**config.mk**
```make
export PLATFORM = sky130hd
export DESIGN_NAME = pc_unit_ras
export DESIGN_NICKNAME = d
export VERILOG_FILES = /design/src/rtl/pc_unit_ras.sv
export SDC_FILE = /design/constraint.sdc
export NUM_CORES = 1
export LEC_CHECK = 0
export BUFFER_PORTS_ARGS = -buffer_cell sky130_fd_sc_hd__buf_2
export CORE_ASPECT_RATIO = 1.75
export CORE_MARGIN = 3
export CORE_UTILIZATION = 49
export CTS_CLUSTER_DIAMETER = 30
export DETAILED_ROUTE_END_ITERATION = 10
export GPL_TIMING_DRIVEN = 1
export PLACE_DENSITY_LB_ADDON = 0.05
export SYNTH_ARGS = -nofsm -noshare
export SYNTH_HDL_FRONTEND = slang
export SYNTH_SLANG_ARGS = --single-unit
export TNS_END_PERCENT = 5
```
**constraint.sdc**
```tcl
create_clock -name clk -period 3.1 [get_ports clk]
set_input_delay 0.465 -clock clk [delete_from_list [all_inputs] [get_ports clk]]
set_output_delay 0.465 -clock clk [all_outputs]
set_load 0.01 [all_outputs]
```
**src/rtl/pc_unit_ras.sv**
```systemverilog
// Program counter with next-PC selection and a small circular return-address stack.
// The RAS overwrites its oldest entry on overflow, so deep call chains degrade gracefully.
module pc_unit_ras #(
    parameter int                ADDR_W       = 32,
    parameter logic [ADDR_W-1:0] RESET_VECTOR = '0,
    parameter logic [ADDR_W-1:0] EXC_VECTOR   = ADDR_W'(32'h8000_0180),
    parameter int                RAS_DEPTH    = 4
) (
    input  logic              clk,
    input  logic              reset,
    input  logic              PC_write_enable,
    input  logic [2:0]        PC_source,
    input  logic [ADDR_W-1:0] branch_target_address,
    input  logic [ADDR_W-1:0] jump_target_address,
    input  logic [ADDR_W-1:0] jr_target_address,
    input  logic              ras_push,
    input  logic              ras_pop,
    input  logic              ras_flush,
    output logic [ADDR_W-1:0] pc_out,
    output logic [ADDR_W-1:0] pc_plus_4,
    output logic [ADDR_W-1:0] ras_top,
    output logic              ras_empty,
    output logic              ras_full,
    output logic              target_misaligned,
    output logic              ras_overflow,
    output logic              ras_underflow
);
    localparam int PTR_W = (RAS_DEPTH > 1) ? $clog2(RAS_DEPTH) : 1;
    localparam int CNT_W = PTR_W + 1;

    logic [ADDR_W-1:0] pc_reg, pc_next;
    logic [ADDR_W-1:0] next_raw, next_pc;
    logic              is_target, is_exc, load_pc, mis_next;

    logic [ADDR_W-1:0] ras_mem [RAS_DEPTH];
    logic [PTR_W-1:0]  ptr_reg, ptr_next, wr_addr;
    logic [CNT_W-1:0]  count_reg, count_next;
    logic              wr_en, ovf_next, udf_next;
    logic              push_en, pop_en, clear;
    logic              mis_reg, ovf_reg, udf_reg;

    assign pc_plus_4 = pc_reg + ADDR_W'(4);
    assign pc_out    = pc_reg;
    assign is_exc    = (PC_source == 3'b100);
    assign load_pc   = PC_write_enable | is_exc;

    always_comb begin
        next_raw  = pc_plus_4;
        is_target = 1'b0;
        case (PC_source)
            3'b001: begin next_raw = branch_target_address; is_target = 1'b1; end
            3'b010: begin next_raw = jump_target_address;   is_target = 1'b1; end
            3'b011: begin next_raw = jr_target_address;     is_target = 1'b1; end
            3'b100: next_raw = EXC_VECTOR;
            default: next_raw = pc_plus_4;
        endcase
        next_pc  = {next_raw[ADDR_W-1:2], 2'b00};
        pc_next  = load_pc ? next_pc : pc_reg;
        // Only a real load of a computed target can report misalignment.
        mis_next = PC_write_enable & is_target & (|next_raw[1:0]);
    end

    assign ras_empty = (count_reg == '0);
    assign ras_full  = (count_reg == CNT_W'(RAS_DEPTH));
    assign ras_top   = ras_empty ? '0 : ras_mem[ptr_reg];

    assign clear   = ras_flush | is_exc;
    assign push_en = ras_push & PC_write_enable;
    assign pop_en  = ras_pop & PC_write_enable;

    always_comb begin
        ptr_next   = ptr_reg;
        count_next = count_reg;
        wr_en      = 1'b0;
        wr_addr    = ptr_reg;
        ovf_next   = 1'b0;
        udf_next   = 1'b0;
        if (clear) begin
            count_next = '0;
        end else if (push_en && pop_en && !ras_empty) begin
            // Return immediately followed by a call: replace the top in place.
            wr_en = 1'b1;
        end else if (push_en) begin
            wr_en    = 1'b1;
            wr_addr  = ptr_reg + PTR_W'(1);
            ptr_next = ptr_reg + PTR_W'(1);
            if (ras_full) ovf_next   = 1'b1;
            else          count_next = count_reg + CNT_W'(1);
        end else if (pop_en) begin
            if (ras_empty) begin
                udf_next = 1'b1;
            end else begin
                ptr_next   = ptr_reg - PTR_W'(1);
                count_next = count_reg - CNT_W'(1);
            end
        end
    end

    always_ff @(posedge clk) begin
        if (reset) begin
            pc_reg    <= RESET_VECTOR;
            ptr_reg   <= '0;
            count_reg <= '0;
            mis_reg   <= 1'b0;
            ovf_reg   <= 1'b0;
            udf_reg   <= 1'b0;
        end else begin
            pc_reg    <= pc_next;
            ptr_reg   <= ptr_next;
            count_reg <= count_next;
            mis_reg   <= mis_next;
            ovf_reg   <= ovf_next;
            udf_reg   <= udf_next;
        end
    end

    // Entry storage carries no reset; occupancy is tracked by count_reg alone.
    always_ff @(posedge clk) begin
        if (!reset && wr_en) ras_mem[wr_addr] <= pc_plus_4;
    end

    assign target_misaligned = mis_reg;
    assign ras_overflow      = ovf_reg;
    assign ras_underflow     = udf_reg;
endmodule

```
# Yosys cells after proc, flatten, opt, wreduce, memory -nomap -nowiden
# Memory sizes are Yosys's and may differ from the RTL's. A register that Yosys moved wholly into a read port is not among the register bits.
# Cells that the tools add are included.
# op_classes
n_addsub	5
n_mul	0
div_mod_pow	0
n_lt_le_gt_ge	0
eq_ne	7
shift	0
muxes	22
bitwise_logic	10
n_reduce_logical	14
# ops
cell	n
$pmux W32 S4	1
$add A32 B3 Y32 const B	1
$mux W32	1
$mux W2	8
$mux W3	4
$mux W1	8
$reduce_and A4 Y1	2
$eq A3 B2 Y1 const B	2
$eq A3 B3 Y1 const B	2
$reduce_or A5 Y1	1
$and A1 B1 Y1	4
$not A1 Y1	4
$reduce_or A2 Y1	2
$reduce_or A4 Y1	1
$add A3 B1 Y3 const B	1
$eq A3 B1 Y1 const B	1
$logic_and A1 B1 Y1	3
$logic_not A3 Y1	1
$reduce_or A3 Y1	1
$sub A3 B1 Y3 const B	1
$add A2 B1 Y2 const B	1
$logic_not A1 Y1	2
$ne A2 B1 Y1 const B	1
$ne A2 B2 Y1 const B	1
3 further kinds	4
# word_totals
reg_bits	38
latch_bits	0
ram_bits	128
rom_bits	0
wordCells	65
n_memories	1
# memory_table
memory	depth	width	rd	rd_ports_with_merged_regs	wr	line_no	source
ras_mem	4	32	1	1	1	35	logic [ADDR_W-1:0] ras_mem [RAS_DEPTH];

# Depth between registers and ports, before layout
# Gate-level depths: netlist of the first run.
# logic_depth
depth_word	8
ltp_mapped	8

# Worst setup path before layout of the first run
# Ideal clock, no wire load.
# synth_path
kind	input -> register
from	input PC_source[1]
to	memory ras_mem[1][10] (enable)
setup_time_ps	417
arrival_time_ps	2803
t_required_ps	2683
path_slack_ps	-120
path_stages	6
path_buffers	2
cell_sequence	buf_4 nor3b_2 or3_1 clkbuf_1 or3_1 nor2_1
# synth_via
elab_chain_len	6
# synth_lines
item	line_no	source
start, declared	12	input logic [2:0] PC_source,
$eq A3 B3 Y1 *	44	assign is_exc = (PC_source == 3'b100);
$or A1 B1 Y1 *	67	assign clear = ras_flush | is_exc;
$mux W1	78	if (clear) begin
$logic_and A1 B1 Y1	119	if (!reset && wr_en) ras_mem[wr_addr] <= pc_plus_4;
$mux W1	119	
$mux W1 (not written as such)	119	
end, declared	35	
# Every way passes the cells marked *; elsewhere a longest branch is shown, timed or not.

# Final worst setup path of the first run
# layout_path
from	register pc_reg[3] (netlist: pc_out[3])
to	output pc_plus_4[28]
# layout_via
elab_chain_len	1
# layout_lines
item	line_no	source
start, declared	31	logic [ADDR_W-1:0] pc_reg, pc_next;
start signal, assigned	108	pc_reg <= pc_next;
$add A32 B3 Y32	42	assign pc_plus_4 = pc_reg + ADDR_W'(4);
end, declared	20	output logic [ADDR_W-1:0] pc_plus_4,
# Every way passes these cells.

==> results of run 1 <==
## area by class of cell
type | count | area, um2
Inverter | 13 | 48.8
Tap cell | 220 | 275
Multi-Input combinational cell | 443 | 3530
Timing Repair Buffer | 236 | 1360
Clock inverter | 15 | 158
Clock buffer | 17 | 425
Sequential cell | 160 | 4410
Fill cell | 1342 | 5890
## critical path: cells and delay by family, from the launching register on
| family | cells | cell delay [ns] |
|---|---|---|
| flip-flops | 1 | 0.38 |
| XOR/XNOR | 1 | 0.32 |
| buffers and inverters | 3 | 0.56 |
| AND/OR/NAND/NOR | 3 | 0.58 |
| adder cells (fa/ha/maj) | 1 | 0.25 |
## layer usage
layer / track usage / share of wire / vias up
met3: 0.0502 / 0.058 / 46
met2: 0.433 / 0.53 / 254
li1: - / - / 2954
met5: 0 / 0 / -
met4: 0.0859 / 0.030 / 0
met1: 0.303 / 0.38 / 3105
## logic make-up after synthesis
| group | after synthesis | share of synthesized area |
|---|---|---|
| AOI/OAI and AO/OA | 124 | 0.103 |
| xor gates and xnor gates | 35 | 0.0395 |
| adders and majority gates | 4 | 0.00707 |
| buffers and inverters | 68 | 0.0389 |
| DFF | 160 | 0.541 |
| muxes | 63 | 0.126 |
| other | 1 | 0.000461 |
| and+or+nand+nor | 211 | 0.144 |
## how the worst max path moves through the flow
| stage | start | endpoint | slack (ns) | cells past startpoint |
|---|---|---|---|---|
| 4_1_cts | pc_out[3]$_SDFFE_PP0P_ | pc_plus_4[28] | -0.02 | 7 |
| 2_1_floorplan | PC_source[1] | ras_mem[1][10]$_DFFE_PP_ | -0.12 | 6 |
| 6_report | pc_out[3]$_SDFFE_PP0P_ | pc_plus_4[28] | 0.12 | 8 |
| 3_3_place_gp | pc_out[21]$_SDFFE_PP0P_ | pc_plus_4[29] | 0.42 | 5 |
| 3_5_place_dp | pc_out[3]$_SDFFE_PP0P_ | pc_plus_4[22] | 0.30 | 7 |
| 5_1_grt | pc_out[21]$_SDFFE_PP0P_ | pc_plus_4[29] | 0.001 | 5 |
## power by group
part           internal, mW  switching (mW)
Combinational         0.299           0.376
Clock                  1.08           0.950
Sequential             2.36          0.0690
## per-stage QoR
step | TNS, ns | cells | power (mW) | instance area, um2 | setup slack, ns
after floorplan | -7.20 | 671 | 2.85 | 8160 | -0.120
after global placement | 0 | 1067 | 3.12 | 9510 | 0.416
after detailed placement | 0 | 1067 | 3.14 | 9510 | 0.296
after CTS | -0.0373 | 1099 | 5.16 | 10100 | -0.0239
after global routing | 0 | 1104 | 5.32 | 10200 | 0.00143
final | 0 | 1104 | 5.13 | 10200 | 0.120
## placed cells by master (no fill, tap or decap), types with 4 or more instances in the layout
cell type | synthesis | routed
nand3_1 | 15 | 15
a222oi_1 | 4 | 4
inv_6 | 0 | 4
mux2i_1 | 18 | 18
conb_1 | 1 | 6
xor2_1 | 10 | 9
o22ai_1 | 13 | 13
o21ai_0 | 18 | 18
inv_8 | 0 | 6
nand2_1 | 26 | 26
dfxtp_1 | 40 | 36
buf_2 | 19 | 199
buf_12 | 0 | 7
mux4_2 | 30 | 30
xnor2_2 | 1 | 6
edfxtp_1 | 120 | 120
o21ai_1 | 4 | 4
and3_1 | 5 | 5
nor2b_1 | 33 | 33
nand4_1 | 12 | 12
nor3_1 | 18 | 16
inv_1 | 13 | 13
nor4_1 | 7 | 4
mux2_2 | 15 | 15
dfxtp_2 | 0 | 4
buf_4 | 8 | 30
nor2_2 | 0 | 4
a21oi_1 | 28 | 28
nor2_1 | 59 | 55
a22oi_1 | 14 | 14
clkbuf_16 | 0 | 17
a221oi_1 | 5 | 5
nand2b_1 | 7 | 7
xnor2_1 | 23 | 18
a31oi_1 | 6 | 6
## timing repair
action                                  4_1_cts  5_1_grt
pin swaps                                     1        3
setup buffers                                 0        5
gates resized for setup                       6        8
endpoints found under the setup margin        6       15
==> results.json, run 1 <==
{
  "outcome": "complete, no violations",
  "cp_data_required_time_ns": 2.63,
  "rrSetupSlack_ns": 0.87,
  "start_util": 0.506,
  "coreArea_um2": 16100,
  "vias": 6359,
  "r2r_end": "pc_out[22]$_SDFFE_PP0P_",
  "netlist_instances": 666,
  "worst_pin_slew_ns": 0.655,
  "seq_area_frac_synth": 0.541,
  "clock_path_buffers": 2,
  "largest_reg_flops": 120,
  "wl_per_cell_um": 20.2,
  "rr_startpoint": "pc_out[3]$_SDFFE_PP0P_",
  "wirelength_um": 22300,
  "yosysMostFrequentCell": "edfxtp_1",
  "end_kind": "output port",
  "worst_path_most_repeated_cell": "buf_4",
  "die_h_um": 177,
  "numPortBuffers": 199,
  "critPathSlowestCell": "dfxtp_2",
  "min_period_ns": 2.98,
  "avgSynthCellArea_um2": 12.2,
  "grt_pass1_wl_um": 34700,
  "dp_hpwl_um": 16400,
  "ioPinCount": 206,
  "crit_type": "reg2out",
  "critPathArrivalTime_ns": 2.51,
  "syn_to_final_growth_pct": 25.4,
  "grt_usage": 0.250,
  "h-tree-depth": 4,
  "dieArea_um2": 18300,
  "num_rows": 61,
  "gp_congestion": 0.892,
  "synthDistinctLibCells": 72,
  "min_period_over_period": 0.961,
  "final_antenna_net_count": 0,
  "holdPathEnd": "ras_underflow$_SDFF_PP0_",
  "die_x_um": 103,
  "cap_violations": 0,
  "grt_pass1_vias": 6470,
  "holdWs_ns": 0.327,
  "r2r_cells": 9,
  "fin_util": 0.634,
  "hold_buffers": 0,
  "clkTransAtPathRegs_ns": 0.07,
  "path_cells": "ha_2 > nand4_1 > buf_4 > nor4_1 > buf_4 > nand3_1 > xnor2_2 > buf_2",
  "cts_buffers": 17,
  "drt_iter0_drc": 340,
  "p_leak_nw": 4.02,
  "hold_viol": 0,
  "ys_top_cells_by_area": "edfxtp_1 44%, dfxtp_1 9.8%, mux4_2 8.3%, nor2_1 2.7%, nor2b_1 2.5%",
  "finalNetCount": 980,
  "yosysTopAreaCellShare": 0.443,
  "cp_max_fo": 7,
  "slowest_delay_ns": 0.38,
  "overflow": 0,
  "setup_viol": 0,
  "hold_depth": 3,
  "yosysWarnings": 0,
  "grt_max_degree": 46,
  "yosys_register_bits": 160,
  "drc": 0,
  "power.density_nw_per_um2": 502,
  "max_clock_freq_mhz": 336,
  "synth_top_area_cell": "edfxtp_1",
  "synth_commonest_cells": "120 x edfxtp_1, 59 x nor2_1, 40 x dfxtp_1, 33 x nor2b_1, 30 x mux4_2",
  "syn_area_um2": 8140,
  "max_slew_margin": 0.562,
  "cts_root_buf": "clkbuf_16",
  "rsz0062_at_grt": "yes",
  "layout-drive-gt1-share": 0.389,
  "synth_ff_type": "edfxtp_1",
  "diodes": 0,
  "min-delay-start": "ras_pop",
  "cts_tree": "yes",
  "finalClockSkew_ns": 0.0200,
  "hold_path_class": "in2reg",
  "antenna_found_initial": 0,
  "firstDrtPassIters": 5,
  "cp-start-kind": "flip-flop",
  "slew_violations": 0,
  "insertion_delay_ns": 0.43,
  "cts.sinks": 160,
  "synth_edf_count": 120,
  "viasPerCell": 5.76,
  "async_flop_share": 0,
  "ir_worst_vdd_mv": 0.330
}
Power figures use the tool's default switching activity.
==> inputs of run 2 (changes only) <==
- CORE_UTILIZATION: 49 -> 55
- SKIP_LAST_GASP: unset -> 1
- clock period: 3.1 -> 3.55 ns (I/O delays scaled with it)
==> run 2 against run 1 <==
  * First-iteration DRC count grew 24%
  * Core utilization up 5.1 points
  * Die area is 10% lower
  * Sequential power down 12%
  * Clock power decreased by 9.9%
==> results.json, run 2 (synthesized netlist as in run 1, its figures left out) <==
{
  "outcome": "complete, no violations",
  "num-fill-cells": 1059,
  "combPwrFrac": 0.124,
  "num_rows": 58,
  "finalClockSkew_ns": 0.0131,
  "final_antenna_net_count": 0,
  "p_clk_frac": 0.406,
  "p_leak_nw": 3.87,
  "crit_buf_inv": 1,
  "hold_viol": 0,
  "min_period_ns": 3.48,
  "h-tree-depth": 4,
  "diodes": 0,
  "die_x_um": 98.0,
  "cap_violations": 0,
  "rsz0062_at_grt": "yes",
  "wl_per_cell_um": 21.4,
  "switching_power_mw": 1.16,
  "power.density_nw_per_um2": 456,
  "cts-resized-gates": 0,
  "overflow": 0,
  "antenna_found_initial": 0,
  "cp_data_required_time_ns": 3.02,
  "hold_buffers": 0,
  "die_h_um": 167,
  "hold_path_class": "in2reg",
  "mostFrequentLayoutCell": "buf_2",
  "dpl_worst_slack_ns": 0.504,
  "crit_type": "reg2out",
  "firstDrtPassIters": 7,
  "cp_max_fo": 7,
  "grt_usage": 0.275,
  "seqPwrFrac": 0.469,
  "vias": 6322,
  "grt_pass1_wl_um": 34900,
  "p_total_mw": 4.51,
  "crit_family": "simple AND/OR/NAND/NOR gates",
  "dp_hpwl_um": 16200,
  "critPathArrivalTime_ns": 2.95,
  "layout_common_cells": "199 x buf_2, 120 x edfxtp_1, 55 x nor2_1, 39 x dfxtp_1, 33 x nor2b_1",
  "clkTransAtPathRegs_ns": 0.07,
  "p_int_mw": 3.35,
  "cts_root_buf": "clkbuf_16",
  "drt_iter0_drc": 423,
  "worst_pin_slew_ns": 1.04,
  "cts_tree": "yes",
  "layout-drive-gt1-share": 0.363,
  "max_clock_freq_mhz": 287,
  "min_period_over_period": 0.982,
  "ir_worst_vdd_mv": 0.333,
  "coreArea_um2": 14400,
  "viasPerCell": 6.03,
  "clock_path_buffers": 2,
  "finalNetCount": 965,
  "slowest_delay_ns": 0.62,
  "start_util": 0.564,
  "end_kind": "output port",
  "gp_congestion": 0.884,
  "grt_pass1_vias": 6411,
  "cts.sinks": 160,
  "syn_to_final_growth_pct": 21.5,
  "drc": 0,
  "wirelength_um": 22400,
  "largest_reg_flops": 120,
  "worst_slack_ns": 0.0653,
  "critPathSlowestCell": "nor4_1",
  "cp-start-kind": "flip-flop",
  "holdWs_ns": 0.395,
  "setup_viol": 0,
  "insertion_delay_ns": 0.42,
  "grt_max_degree": 42,
  "numPortBuffers": 199,
  "dieArea_um2": 16400,
  "path_cells": "ha_1 > nand4_1 > nor4_1 > nand3_1 > xnor2_1 > buf_2",
  "ioPinCount": 206,
  "max_slew_margin": 0.304,
  "netSwitchingFraction": 0.257,
  "slew_violations": 0,
  "cts_buffers": 17,
  "post-cts-setup-buffer-count": 0
}
[run 2: final timing paths]
| path | endpoint | start | depth (start not counted) | slack [ns] |
|---|---|---|---|---|
| worst max-delay path | pc_plus_4[28] | pc_out[3]$_SDFFE_PP0P_ | 6 | 0.07 |
| worst min-delay path | ras_underflow$_SDFF_PP0_ | ras_pop | 3 | 0.40 |
| worst max register to register | pc_out[22]$_SDFFE_PP0P_ | pc_out[3]$_SDFFE_PP0P_ | 8 | 0.90 |
| worst min register to register | pc_out[19]$_SDFFE_PP0P_ | pc_out[19]$_SDFFE_PP0P_ | 2 | 0.57 |
[run 2: stage by stage]
step                utilization  area, um2  TNS (ns)  std cells
floorplan                     -       8160         0        671
global placement          0.644       9300         0       1017
detailed placement        0.644       9300         0       1017
CTS                       0.685       9890         0       1048
global route              0.685       9890    -0.173       1048
finish                    0.685       9890         0       1048
[run 2: cell type report]
class | instances | area (um2) | area share
clock buffers | 17 | 425 | 0.0430
clock inverters | 14 | 166 | 0.0168
inverters | 13 | 48.8 | 0.00493
multi-input cells | 443 | 3460 | 0.350
flip-flops and latches | 160 | 4410 | 0.445
well taps | 180 | 225 | 0.0228
repair buffers | 221 | 1160 | 0.117
[run 2: power groups by stage]
stage | Sequential (mW) | Clock, mW | Combinational (mW)
floorplan | 2.14 | 0 | 0.345
detailed placement | 2.16 | 0 | 0.562
global route | 2.12 | 1.94 | 0.615
finish | 2.12 | 1.83 | 0.562
CTS | 2.11 | 1.86 | 0.564
global placement | 2.15 | 0 | 0.552
[run 2: worst register-to-register path, stage by stage (launching register included)]
cell     delay [ns]
dfxtp_1        0.45
ha_1           0.30
nand4_1        0.22
nor4_2         0.65
buf_4          0.27
nand4_1        0.12
xnor2_1        0.18
buf_4          0.16
a22o_1         0.19
[run 2: routing by layer]
metal | share of wire | up-vias | global-route usage
met5 | 0 | - | 0
met4 | 0.033 | 0 | 0.101
met3 | 0.064 | 47 | 0.0624
met2 | 0.53 | 294 | 0.486
met1 | 0.38 | 3059 | 0.325
li1 | - | 2922 | -
==> inputs of run 3 (changes only) <==
- CORE_UTILIZATION: 55 -> 49
- clock period: 3.55 -> 2.96 ns (I/O delays scaled with it)
==> run 3 against run 2 <==
  * The run now ends with setup timing left
  * Register-to-register slack worse by 0.20 ns
  * Sequential share of layout area down 1.6 points
  * Clock power up 26%
  * Wire length up 2.2%
  * Largest power group unchanged
  * Power up 23%
==> results.json, run 3 (synthesized netlist as in run 1, its figures left out) <==
{
  "violations": "setup timing",
  "largest_reg_flops": 120,
  "crit_family": "simple AND/OR/NAND/NOR gates",
  "antenna_found_initial": 0,
  "p_int_mw": 4.14,
  "critPathSlowestCell": "dfxtp_1",
  "crit_type": "reg2out",
  "final_area_um2": 10300,
  "min_period_ns": 3.00,
  "mostFrequentLayoutCell": "buf_2",
  "finalNetCount": 985,
  "p_total_mw": 5.55,
  "power.density_nw_per_um2": 541,
  "min_period_over_period": 1.01,
  "overflow": 0,
  "fin_cells": 1108,
  "coreArea_um2": 16100,
  "die_h_um": 177,
  "numPortBuffers": 199,
  "gp_congestion": 0.877,
  "cts_tree": "yes",
  "viasPerCell": 5.76,
  "dpl_cell_area_um2": 9540,
  "seqPwrFrac": 0.458,
  "final_antenna_net_count": 0,
  "dieArea_um2": 18300,
  "cp_data_required_time_ns": 2.52,
  "critPathArrivalTime_ns": 2.55,
  "fin_util": 0.638,
  "cts_root_buf": "clkbuf_16",
  "cap_violations": 0,
  "holdWs_ns": 0.313,
  "num_rows": 61,
  "layout-drive-gt1-share": 0.390,
  "worst_slack_ns": -0.0370,
  "dp_hpwl_um": 16900,
  "syn_to_final_growth_pct": 26.1,
  "setup-tns-final_ns": -0.0370,
  "max_slew_margin": 0.450,
  "ir_worst_vdd_mv": 0.333,
  "end_kind": "output port",
  "rrSetupSlack_ns": 0.70,
  "clock_path_buffers": 2,
  "grt_usage": 0.253,
  "grt_max_degree": 46,
  "cp_max_fo": 8,
  "ioPinCount": 206,
  "diodes": 0,
  "path_cells": "nand4_1 > nor4_2 > and4bb_1 > xor2_2 > buf_2",
  "num-fill-cells": 1324,
  "netSwitchingFraction": 0.254,
  "setup_viol": 1,
  "cts.sinks": 160,
  "hold_buffers": 0,
  "hold_viol": 0,
  "insertion_delay_ns": 0.42,
  "clkTransAtPathRegs_ns": 0.07,
  "outcome": "complete, but fails checks",
  "layout_common_cells": "199 x buf_2, 120 x edfxtp_1, 55 x nor2_1, 38 x dfxtp_1, 36 x buf_4",
  "firstDrtPassIters": 8,
  "post-place-cells": 1072,
  "die_x_um": 103,
  "vias": 6377,
  "combPwrFrac": 0.128,
  "drt_iter0_drc": 408,
  "p_clk_frac": 0.414,
  "grt_pass1_wl_um": 34800,
  "cp-start-kind": "flip-flop",
  "max_clock_freq_mhz": 334,
  "finalClockSkew_ns": 0.0148,
  "hold_path_class": "in2reg",
  "dpl_worst_slack_ns": 0.194,
  "cts_buffers": 17,
  "start_util": 0.506,
  "slowest_delay_ns": 0.56,
  "rsz0062_at_grt": "yes",
  "p_leak_nw": 4.05,
  "switching_power_mw": 1.41,
  "slew_violations": 0,
  "h-tree-depth": 4,
  "worst_pin_slew_ns": 0.822,
  "wirelength_um": 22900,
  "drc": 0,
  "grt_pass1_vias": 6355,
  "wl_per_cell_um": 20.7,
  "crit_buf_inv": 1
}
==> run 3: cell count changes in the layout (fill, tap and decap cells not counted), sizes merged <==
| cell | before | now |
|---|---|---|
| clkinvlp | 2 | 3 |
| clkinv | 2 | 0 |
| bufinv | 2 | 3 |
| buf | 221 | 241 |
==> run 3: final cells by class <==
type | count | area [um2] | share of cell area
inverters | 13 | 48.8 | 0.00475
multi-input cells | 443 | 3530 | 0.344
repair buffers | 241 | 1390 | 0.135
well taps | 220 | 275 | 0.0268
clock inverters | 14 | 193 | 0.0188
flip-flops and latches | 160 | 4410 | 0.429
clock buffers | 17 | 425 | 0.0414
==> run 3: path summary, 6_finish.rpt <==
kind                                                  to                     from  cells past startpoint
worst max-delay path                       pc_plus_4[29]  pc_out[21]$_SDFFE_PP0P_                      5
worst min-delay path            ras_underflow$_SDFF_PP0_                  ras_pop                      3
worst max register to register  ras_mem[3][26]$_DFFE_PP_   pc_out[7]$_SDFFE_PP0P_                      6
worst min register to register    pc_out[3]$_SDFFE_PP0P_   pc_out[3]$_SDFFE_PP0P_                      2
==> run 3: what timing repair did <==
| action | 4_1_cts | 5_1_grt |
|---|---|---|
| setup buffers | 1 | 4 |
| pin swaps | 1 | 1 |
| endpoints found under the hold margin | 0 | 0 |
| gates resized for setup | 8 | 4 |
| setup endpoints to repair | 12 | 17 |
==> run 3: power by group through the flow <==
stage | combinational (mW) | clock [mW] | sequential, mW
4_1_cts | 0.709 | 2.32 | 2.54
3_3_place_gp | 0.688 | 0 | 2.58
5_1_grt | 0.778 | 2.40 | 2.55
2_1_floorplan | 0.414 | 0 | 2.57
6_report | 0.713 | 2.30 | 2.54
3_5_place_dp | 0.703 | 0 | 2.59
==> run 3: tightest hold or removal path, stage by stage <==
cell,delay [ns]
buf_2,0.11
nand4b_1,0.10
nor2_1,0.04
==> run 3: per-layer routing <==
layer	share of wire	GRT usage
met1	0.38	0.303
met2	0.54	0.450
met3	0.058	0.0356
met4	0.028	0.0929
met5	0	0
